`src/rtl/imem_pkg.sv`:
```
// Shared definitions for the byte-wide big-endian instruction memory,
// its write-side loader and the fetch stage.
package imem_pkg;

  localparam int IMEM_BYTES     = 4096;
  localparam int BYTES_PER_WORD = 4;
  localparam int IMEM_ADDR_W    = 12;

  typedef enum logic [1:0] {
    IDLE   = 2'd0,
    ACCEPT = 2'd1,
    WRITE  = 2'd2,
    DONE   = 2'd3
  } loader_state_t;

endpackage

```
`src/rtl/imem_loader_if.sv`:
```
// Word stream into the loader and byte write port out of it toward the
// instruction memory.
interface imem_loader_if;

  // Word stream: a word transfers on a rising clk edge where word_valid and
  // word_ready are both 1. The source holds word_data/word_last stable while
  // word_valid is 1 and ready is 0; ready never depends on valid.
  logic        word_valid;
  logic [31:0] word_data;
  logic        word_last;
  logic        word_ready;

  logic        mem_we;
  logic [31:0] mem_addr;
  logic [7:0]  mem_wdata;

  modport master (
    output word_valid, word_data, word_last,
    input  word_ready, mem_we, mem_addr, mem_wdata
  );

  modport slave (
    input  word_valid, word_data, word_last,
    output word_ready, mem_we, mem_addr, mem_wdata
  );

endinterface

```
`src/rtl/imem_loader.sv`:
```
// Accepts 32-bit instruction words and writes each as four bytes, MSB at the
// lowest address, through an auto-incrementing byte pointer.
module imem_loader
  import imem_pkg::*;
#(
  parameter int MEM_BYTES = IMEM_BYTES,
  parameter int ADDR_W    = IMEM_ADDR_W,
  parameter int CNT_W     = 11
) (
  input  logic             clk,
  input  logic             reset_n,
  input  logic             start,
  input  logic [31:0]      start_addr,
  imem_loader_if.slave     bus,
  output logic             busy,
  output logic             done,
  output logic [CNT_W-1:0] word_count,
  output logic             overflow,
  output loader_state_t    state
);

  loader_state_t     state_q, state_d;
  logic [ADDR_W-1:0] ptr_q;
  logic [1:0]        byte_idx_q;
  logic [31:0]       word_q;
  logic              last_q;
  logic [CNT_W-1:0]  count_q;
  logic              ovf_q;

  logic [ADDR_W:0]   ptr_sum;
  logic [ADDR_W-1:0] wr_addr;
  logic              word_ready;
  logic              mem_we;
  logic [31:0]       mem_addr;
  logic [7:0]        mem_wdata;
  logic              unused_addr_bits;

  // Only the in-memory, word-aligned part of start_addr is meaningful.
  assign unused_addr_bits = ^{start_addr[31:ADDR_W], start_addr[1:0]};

  // One extra bit so a wrap past the top of memory is visible as a carry.
  assign ptr_sum = {1'b0, ptr_q} + (ADDR_W+1)'(BYTES_PER_WORD);
  assign wr_addr = ptr_q + ADDR_W'(byte_idx_q);

  always_ff @(posedge clk or negedge reset_n) begin
    if (!reset_n) state_q <= IDLE;
    else          state_q <= state_d;
  end

  always_comb begin
    state_d    = state_q;
    word_ready = 1'b0;
    mem_we     = 1'b0;
    mem_addr   = {{(32-ADDR_W){1'b0}}, ptr_q};
    mem_wdata  = 8'h00;
    case (state_q)
      IDLE: begin
        if (start) state_d = ACCEPT;
      end
      ACCEPT: begin
        word_ready = 1'b1;
        if (bus.word_valid) state_d = WRITE;
      end
      WRITE: begin
        mem_we   = 1'b1;
        mem_addr = {{(32-ADDR_W){1'b0}}, wr_addr};
        case (byte_idx_q)
          2'd0:    mem_wdata = word_q[31:24];
          2'd1:    mem_wdata = word_q[23:16];
          2'd2:    mem_wdata = word_q[15:8];
          default: mem_wdata = word_q[7:0];
        endcase
        if (byte_idx_q == 2'd3) state_d = last_q ? DONE : ACCEPT;
      end
      DONE: begin
        state_d = IDLE;
      end
      default: state_d = IDLE;
    endcase
  end

  always_ff @(posedge clk or negedge reset_n) begin
    if (!reset_n) begin
      ptr_q      <= '0;
      byte_idx_q <= 2'd0;
      word_q     <= 32'h0;
      last_q     <= 1'b0;
      count_q    <= '0;
      ovf_q      <= 1'b0;
    end else begin
      case (state_q)
        IDLE: begin
          if (start) begin
            ptr_q   <= {start_addr[ADDR_W-1:2], 2'b00};
            count_q <= '0;
            ovf_q   <= 1'b0;
          end
        end
        ACCEPT: begin
          if (bus.word_valid) begin
            word_q     <= bus.word_data;
            last_q     <= bus.word_last;
            byte_idx_q <= 2'd0;
          end
        end
        WRITE: begin
          byte_idx_q <= byte_idx_q + 2'd1;
          if (byte_idx_q == 2'd3) begin
            ptr_q   <= ptr_sum[ADDR_W-1:0];
            count_q <= count_q + CNT_W'(1);
            // Sticky: loading carries on from address 0 after a wrap.
            if (ptr_sum >= (ADDR_W+1)'(MEM_BYTES)) ovf_q <= 1'b1;
          end
        end
        default: ;
      endcase
    end
  end

  assign bus.word_ready = word_ready;
  assign bus.mem_we     = mem_we;
  assign bus.mem_addr   = mem_addr;
  assign bus.mem_wdata  = mem_wdata;

  assign busy       = (state_q != IDLE);
  assign done       = (state_q == DONE);
  assign word_count = count_q;
  assign overflow   = ovf_q;
  assign state      = state_q;

endmodule

```
`src/flat_wrapper.sv`:
```
// flat-port wrapper written by rule: the top's interface ports become plain ports
module imem_loader_flat import imem_pkg::*;
#(
  parameter int MEM_BYTES = IMEM_BYTES,
  parameter int ADDR_W    = IMEM_ADDR_W,
  parameter int CNT_W     = 11
)
  (clk, reset_n, start, start_addr, busy, done, word_count, overflow, state, bus_word_valid, bus_word_data, bus_word_last, bus_word_ready, bus_mem_we, bus_mem_addr, bus_mem_wdata);
  imem_loader_if bus_i ();
  input  logic clk;
  input  logic reset_n;
  input  logic start;
  input  logic [31:0] start_addr;
  output logic busy;
  output logic done;
  output logic [CNT_W-1:0] word_count;
  output logic overflow;
  output loader_state_t state;
  input wire logic [$bits(bus_i.word_valid)-1:0] bus_word_valid;
  input wire logic [$bits(bus_i.word_data)-1:0] bus_word_data;
  input wire logic [$bits(bus_i.word_last)-1:0] bus_word_last;
  output wire logic [$bits(bus_i.word_ready)-1:0] bus_word_ready;
  output wire logic [$bits(bus_i.mem_we)-1:0] bus_mem_we;
  output wire logic [$bits(bus_i.mem_addr)-1:0] bus_mem_addr;
  output wire logic [$bits(bus_i.mem_wdata)-1:0] bus_mem_wdata;
  assign bus_i.word_valid = bus_word_valid;
  assign bus_i.word_data = bus_word_data;
  assign bus_i.word_last = bus_word_last;
  assign bus_word_ready = bus_i.word_ready;
  assign bus_mem_we = bus_i.mem_we;
  assign bus_mem_addr = bus_i.mem_addr;
  assign bus_mem_wdata = bus_i.mem_wdata;
  imem_loader #(.MEM_BYTES(MEM_BYTES), .ADDR_W(ADDR_W), .CNT_W(CNT_W)) u_core (.clk(clk), .reset_n(reset_n), .start(start), .start_addr(start_addr), .bus(bus_i), .busy(busy), .done(done), .word_count(word_count), .overflow(overflow), .state(state));
endmodule
```
`config.mk`:
```
export PLATFORM = sky130hd
export DESIGN_NAME = imem_loader_flat
export DESIGN_NICKNAME = d
export VERILOG_FILES = /design/src/rtl/imem_pkg.sv /design/src/rtl/imem_loader_if.sv /design/src/rtl/imem_loader.sv /design/src/flat_wrapper.sv
export SDC_FILE = /design/constraint.sdc
export NUM_CORES = 1
export LEC_CHECK = 0
export CAP_MARGIN = 5
export CORE_ASPECT_RATIO = 1.25
export CORE_MARGIN = 5
export CORE_UTILIZATION = 39
export CTS_CLUSTER_DIAMETER = 150
export DETAILED_ROUTE_END_ITERATION = 8
export PLACE_DENSITY = 0.79
export SYNTH_ARGS = -nofsm -noshare
export SYNTH_HDL_FRONTEND = slang
export SYNTH_SLANG_ARGS = --single-unit
```
`constraint.sdc`:
```
create_clock -name clk -period 1.9 [get_ports clk]
set_input_delay 0.38 -clock clk [delete_from_list [all_inputs] [get_ports clk]]
set_output_delay 0.38 -clock clk [all_outputs]
set_load 0.03 [all_outputs]
```
==> results.cfg, run 1 <==
[timing]
period_share = 1.18
grt_setup_unrepaired = yes
drv_slew = 0
tns_ns = -2.26
finalHoldViolCount = 0
fmax_mhz = 448
period_minus_slack_ns = 2.23
setup_viol = 8
final.setup.worst_slack_ns = -0.333
fin_skew_ns = 0.00450

[synthesis]
postSynthAreaPerCell_um2 = 10.4
ys_types = 41
yosysSeqAreaShare = 0.479
synth_edf_count = 0
synth_top_area_share = 0.479
synthCells = 297
syn-cell-area_mm2 = 0.00308
synth_seq_cells = 59
synth_async_sr_flop_share = 1.00
yosysTopAreaCell = dfrtp_1
synth_flop_cell = dfrtp_1
synthTopCellsByArea = dfrtp_1, mux2_2, buf_4, nor2_1, a21oi_1
yosysWarnings = 0

[placed_design]
dp_cells = 465
dp_hpwl_um = 5850
portBuffers = 84
gp_routability_congestion = 0.844

[finish]
n_fill_cell = 653
final_common_cell = clkdlybuf4s50_1
final_cells = 487
final_cell_mix = clkdlybuf4s50_1, dfrtp_1, mux2_2
diodes = 0
final_layout_size_suffix_gt1_frac = 0.293
postLayoutCoreUtil = 0.573
fin_nets = 462
syn2layout_area_growth_pct = 44.1

[die]
dieArea_mm2 = 0.00979
coreArea_mm2 = 0.00775
io_pins = 127
placementRows = 36
fp.dieW_um = 89.5
initial_core_util = 0.398
die_h_um = 109

[critical_path]
startpoint_type = flip-flop
arrival_ns = 1.85
critical_path_class = reg2out
crit_top_cell = buf_6
slowest_delay_ns = 0.41
critPathMaxFanout = 8
end_kind = output port
cp_data_required_time_ns = 1.52
path_cells = buf_6 -> ha_4 -> a222oi_1 -> nor2_1 -> a21oi_2 -> nor2_2 -> buf_6
crit_slowest_cell = dfrtp_1

[route]
post_drt_via_cell_ratio = 5.24
vias = 2552
drc = 0
wl_um = 8020
drtAntennaViolNets = 0
wl_per_cell_um = 16.5
drtIter0Drc = 202
firstDrtPassIters = 4

[clocking]
cts_buffers = 9
htreeDepth = 3
clk_path_buf_depth = 2
cts_tree = yes
clock-root-buffer = clkbuf_8
cts.clk_slew.worst_paths_ns = 0.07
worstSkewPairLatency_ns = 0.33
cts_sinks = 59

[hold_path]
worstHoldPathType = in2async

[grt]
track_usage = 0.169
antenna_found_initial = 0
overflow = 0
grt_pass1_vias = 2677
grt_pass1_wl_um = 12800
grt_max_degree = 26

[power]
irDropWorstVdd_mv = 0.865
power-per-cell-area_mw_per_mm2 = 1520
total_power_w = 0.00674
p_leak_nw = 1.94

[status]
status = finished, violations left
failed_checks = setup timing

[flow_run]
cap_viol_max_count = 0
## layer usage
layer  GRT usage  vias to the layer above  wire length (um)
met5           0                        -                 0
met3      0.0547                        7               626
met2       0.281                       91              3980
met1       0.202                     1260              3320
met4      0.0617                        0                85
li1            -                     1194                 -
## power breakdown
part	total (W)	internal [W]	switching, W
sequential	0.00221	0.00178	0.000429
combinational	0.00327	0.00153	0.00174
clock	0.00126	0.000733	0.000531
## worst max-delay path, delay by kind of cell, from the launching register on
family,cells,cell delay (ns)
DFF,1,0.41
adders and majority gates,1,0.19
AOI/OAI and AO/OA,2,0.48
buffers and inverters,2,0.27
and+or+nand+nor,2,0.17
## registers in the layout, summed over array words and instances (netlist names)
| name | count |
|---|---|
| u_core.word_q | 32 |
| u_core.last_q | 1 |
| u_core.state | 2 |
| u_core.ptr_q | 10 |
| u_core.byte_idx_q | 2 |
| u_core.word_count | 11 |
| u_core.overflow | 1 |
## path summary, 6_finish.rpt
| check | startpoint | endpoint | slack (ns) | cells after the start |
|---|---|---|---|---|
| worst max-delay path | u_core.byte_idx_q[0] | bus_mem_wdata[3] | -0.33 | 7 |
| worst min-delay path | reset_n | u_core.word_q[23] | 0.48 | 2 |
| worst max register to register | u_core.byte_idx_q[0] | u_core.word_count[10] | 0.03 | 7 |
| worst min register to register | u_core.overflow | u_core.overflow | 0.50 | 2 |
| max in group asynchronous | reset_n | u_core.state[1] | 0.92 | 3 |
| min in group clk | u_core.overflow | u_core.overflow | 0.50 | 2 |
## cell usage after synthesis (4+ instances only)
library cell / instances
buf_4: 20
a222oi_1: 8
nand3_1: 8
inv_1: 4
nand4_1: 4
o21ai_0: 15
a21oi_1: 22
nand2_1: 15
mux2_2: 33
buf_2: 5
xnor2_1: 5
clkbuf_1: 20
nor2_1: 32
ha_1: 6
dfrtp_1: 59
## timing repair
item / in CTS / in global routing
endpoints found under the setup margin: 23 / 24
gates resized for setup: 21 / 28
pin swaps: 8 / 15
hold buffers: 1 / 0
setup buffers: 1 / 3
cloned: 1 / 0
endpoints found under the hold margin: 11 / 0
## metrics by stage
| stage | cell area, um2 | hold WS (ns) | setup WS, ns |
|---|---|---|---|
| floorplan | 3180 | 0.0844 | -0.00945 |
| global placement | 4020 | 0.295 | -0.217 |
| detailed placement | 4020 | 0.305 | -0.271 |
| CTS | 4310 | 0.477 | -0.377 |
| global route | 4440 | 0.503 | -0.429 |
| finish | 4440 | 0.479 | -0.333 |
## layout make-up
class | count | area, um2 | area share
inverter | 5 | 18.8 | 0.00423
clock inverter | 7 | 92.6 | 0.0208
multi-input combinational | 206 | 1530 | 0.344
tap | 95 | 119 | 0.0268
clock buffer | 9 | 124 | 0.0279
sequential | 59 | 1480 | 0.333
timing repair buffer | 106 | 1080 | 0.243
## cell families (layout without fill, tap and decap cells)
kind of cell,after synthesis,after routing,synth area share
flip-flops,59,59,0.479
AND/OR/NAND/NOR,78,78,0.121
buffers and inverters,51,127,0.0909
multiplexers,33,33,0.121
adder cells (fa/ha/maj),6,6,0.0244
other,1,20,0.00122
XOR/XNOR,6,6,0.0171
AO/OA/AOI/OAI,63,63,0.146
(Power assumes the default switching activity.)
==> run 2: changes to the inputs <==
--- a/config.mk
+++ b/config.mk
@@ -12,5 +12,5 @@
 export CTS_CLUSTER_DIAMETER = 150
 export DETAILED_ROUTE_END_ITERATION = 8
-export PLACE_DENSITY = 0.79
+export PLACE_DENSITY = 0.74
 export SYNTH_ARGS = -nofsm -noshare
 export SYNTH_HDL_FRONTEND = slang
==> constraint.sdc (replaced) <==
create_clock -name clk -period 1.9 [get_ports clk]
set_input_delay 0.285 -clock clk [delete_from_list [all_inputs] [get_ports clk]]
set_output_delay 0.285 -clock clk [all_outputs]
set_load 0.03 [all_outputs]
==> results.cfg, run 2 (synthesized netlist as in run 1, its figures left out) <==
[finish]
syn2layout_area_growth_pct = 44.9
final_layout_size_suffix_gt1_frac = 0.277
regMostFlops = u_core.word_q
final_common_cell = clkdlybuf4s50_1
n_fill_cell = 657
seq_area_mm2 = 0.00148
diodes = 0
largest_reg_flops = 32
postLayoutCoreUtil = 0.577
multi_input_area_mm2 = 0.00152
fin_nets = 463
final_cell_mix = clkdlybuf4s50_1, dfrtp_1, mux2_2

[timing]
drv_slew = 0
fin_skew_ns = 0.0126
setup_viol = 11
grt_setup_unrepaired = yes
period_minus_slack_ns = 2.14
final.setup.worst_slack_ns = -0.237
period_share = 1.12
finalHoldViolCount = 0
fmax_mhz = 468

[clocking]
cts_buffers = 9
cts_sinks = 59
cts.clk_slew.worst_paths_ns = 0.08
htreeDepth = 3
cts_tree = yes
clk_path_buf_depth = 2
clock-root-buffer = clkbuf_8
worstSkewPairLatency_ns = 0.35

[placed_design]
gp_routability_congestion = 0.827
dp_hpwl_um = 5620
dp_slack_ns = -0.362
portBuffers = 84

[critical_path]
r2r_setup_slack_ns = -0.05
cp_data_required_time_ns = 1.62
r2r-start = u_core.byte_idx_q[0]
startpoint_type = flip-flop
end_kind = output port
reg2reg_depth = 8
worst_r2r_endpoint = u_core.word_count[10]
arrival_ns = 1.85
critPathMaxFanout = 8
startpoint = u_core.byte_idx_q[0]
critical_path_class = reg2out
cp-endpoint = bus_mem_wdata[2]

[grt]
grt_pass1_wl_um = 12900
overflow = 0
grt_max_degree = 35
antenna_found_initial = 0
met3_usage = 0.0630
busiest_layer = met2
grtUsageMet1 = 0.203
track_usage = 0.174
grt_pass1_vias = 2668
met2_usage = 0.287

[status]
failed_checks = setup timing
status = finished, violations left

[route]
firstDrtPassIters = 5
wl_per_cell_um = 16.7
drtAntennaViolNets = 0
post_drt_via_cell_ratio = 5.26
vias = 2567
wl_um = 8140
drtIter0Drc = 158
drc = 0

[die]
coreArea_mm2 = 0.00775
die_h_um = 109
dieArea_mm2 = 0.00979
initial_core_util = 0.398
io_pins = 127
placementRows = 36
fp.dieW_um = 89.5

[power]
p_leak_nw = 1.91
power-per-cell-area_mw_per_mm2 = 1540
irDropWorstVdd_mv = 0.903

[flow_run]
cap_viol_max_count = 0

[hold_path]
worstHoldPathType = in2async
## run 2: repair_timing
| item | CTS | global route |
|---|---|---|
| endpoints found under the hold margin | 54 | 0 |
| setup endpoints to repair | 29 | 30 |
| pin swaps | 9 | 5 |
| cloned | 1 | 0 |
| buffers inserted | 2 | 0 |
| resized for setup | 71 | 19 |
| hold buffers | 1 | 0 |
## run 2: area by class of cell
| type | instances | share of cell area |
|---|---|---|
| Inverter | 5 | 0.00420 |
| Clock buffer | 12 | 0.0370 |
| Clock inverter | 4 | 0.0213 |
| Tap cell | 95 | 0.0266 |
| Multi-Input combinational cell | 206 | 0.339 |
| Timing Repair Buffer | 107 | 0.240 |
| Sequential cell | 59 | 0.331 |
## run 2: worst min path at each step
| stage | startpoint | to |
|---|---|---|
| after floorplan | reset_n | u_core.byte_idx_q[0] |
| after global placement | reset_n | u_core.word_q[22] |
| after detailed placement | reset_n | u_core.word_q[22] |
| after CTS | reset_n | u_core.word_q[29] |
| after global routing | reset_n | u_core.word_q[21] |
| final | reset_n | u_core.word_q[29] |
## run 2: metal layers
layer,vias to the layer above,wire length [um]
met3,18,751
met2,107,3960
met1,1251,3250
li1,1191,-
met5,-,0
met4,0,179
## run 2: critical path, stage by stage, from the launching register on
cell,delay (ns)
dfrtp_1,0.42
buf_6,0.14
ha_4,0.19
a222oi_1,0.34
nor2_1,0.08
a21oi_1,0.12
nor2_1,0.06
buf_4,0.16
## run 2: metrics by stage
step	instance area [um2]	instances	TNS [ns]	total power (W)	hold slack (ns)
2_1_floorplan	3160	316	-0.114	0.00408	-0.0106
3_3_place_gp	4040	468	-3.43	0.00512	0.304
3_5_place_dp	4040	468	-3.90	0.00518	0.316
4_1_cts	4410	488	-1.64	0.00685	0.467
5_1_grt	4470	488	-3.31	0.00728	0.490
6_report	4470	488	-1.60	0.00690	0.455
## run 2: where the power goes
part           leakage (nW)  total, W  internal (W)  switching [W]
combinational          1.07   0.00319       0.00153        0.00166
sequential            0.717   0.00222       0.00178       0.000441
clock                 0.133   0.00149      0.000977       0.000515
total                  1.91   0.00690       0.00428        0.00262
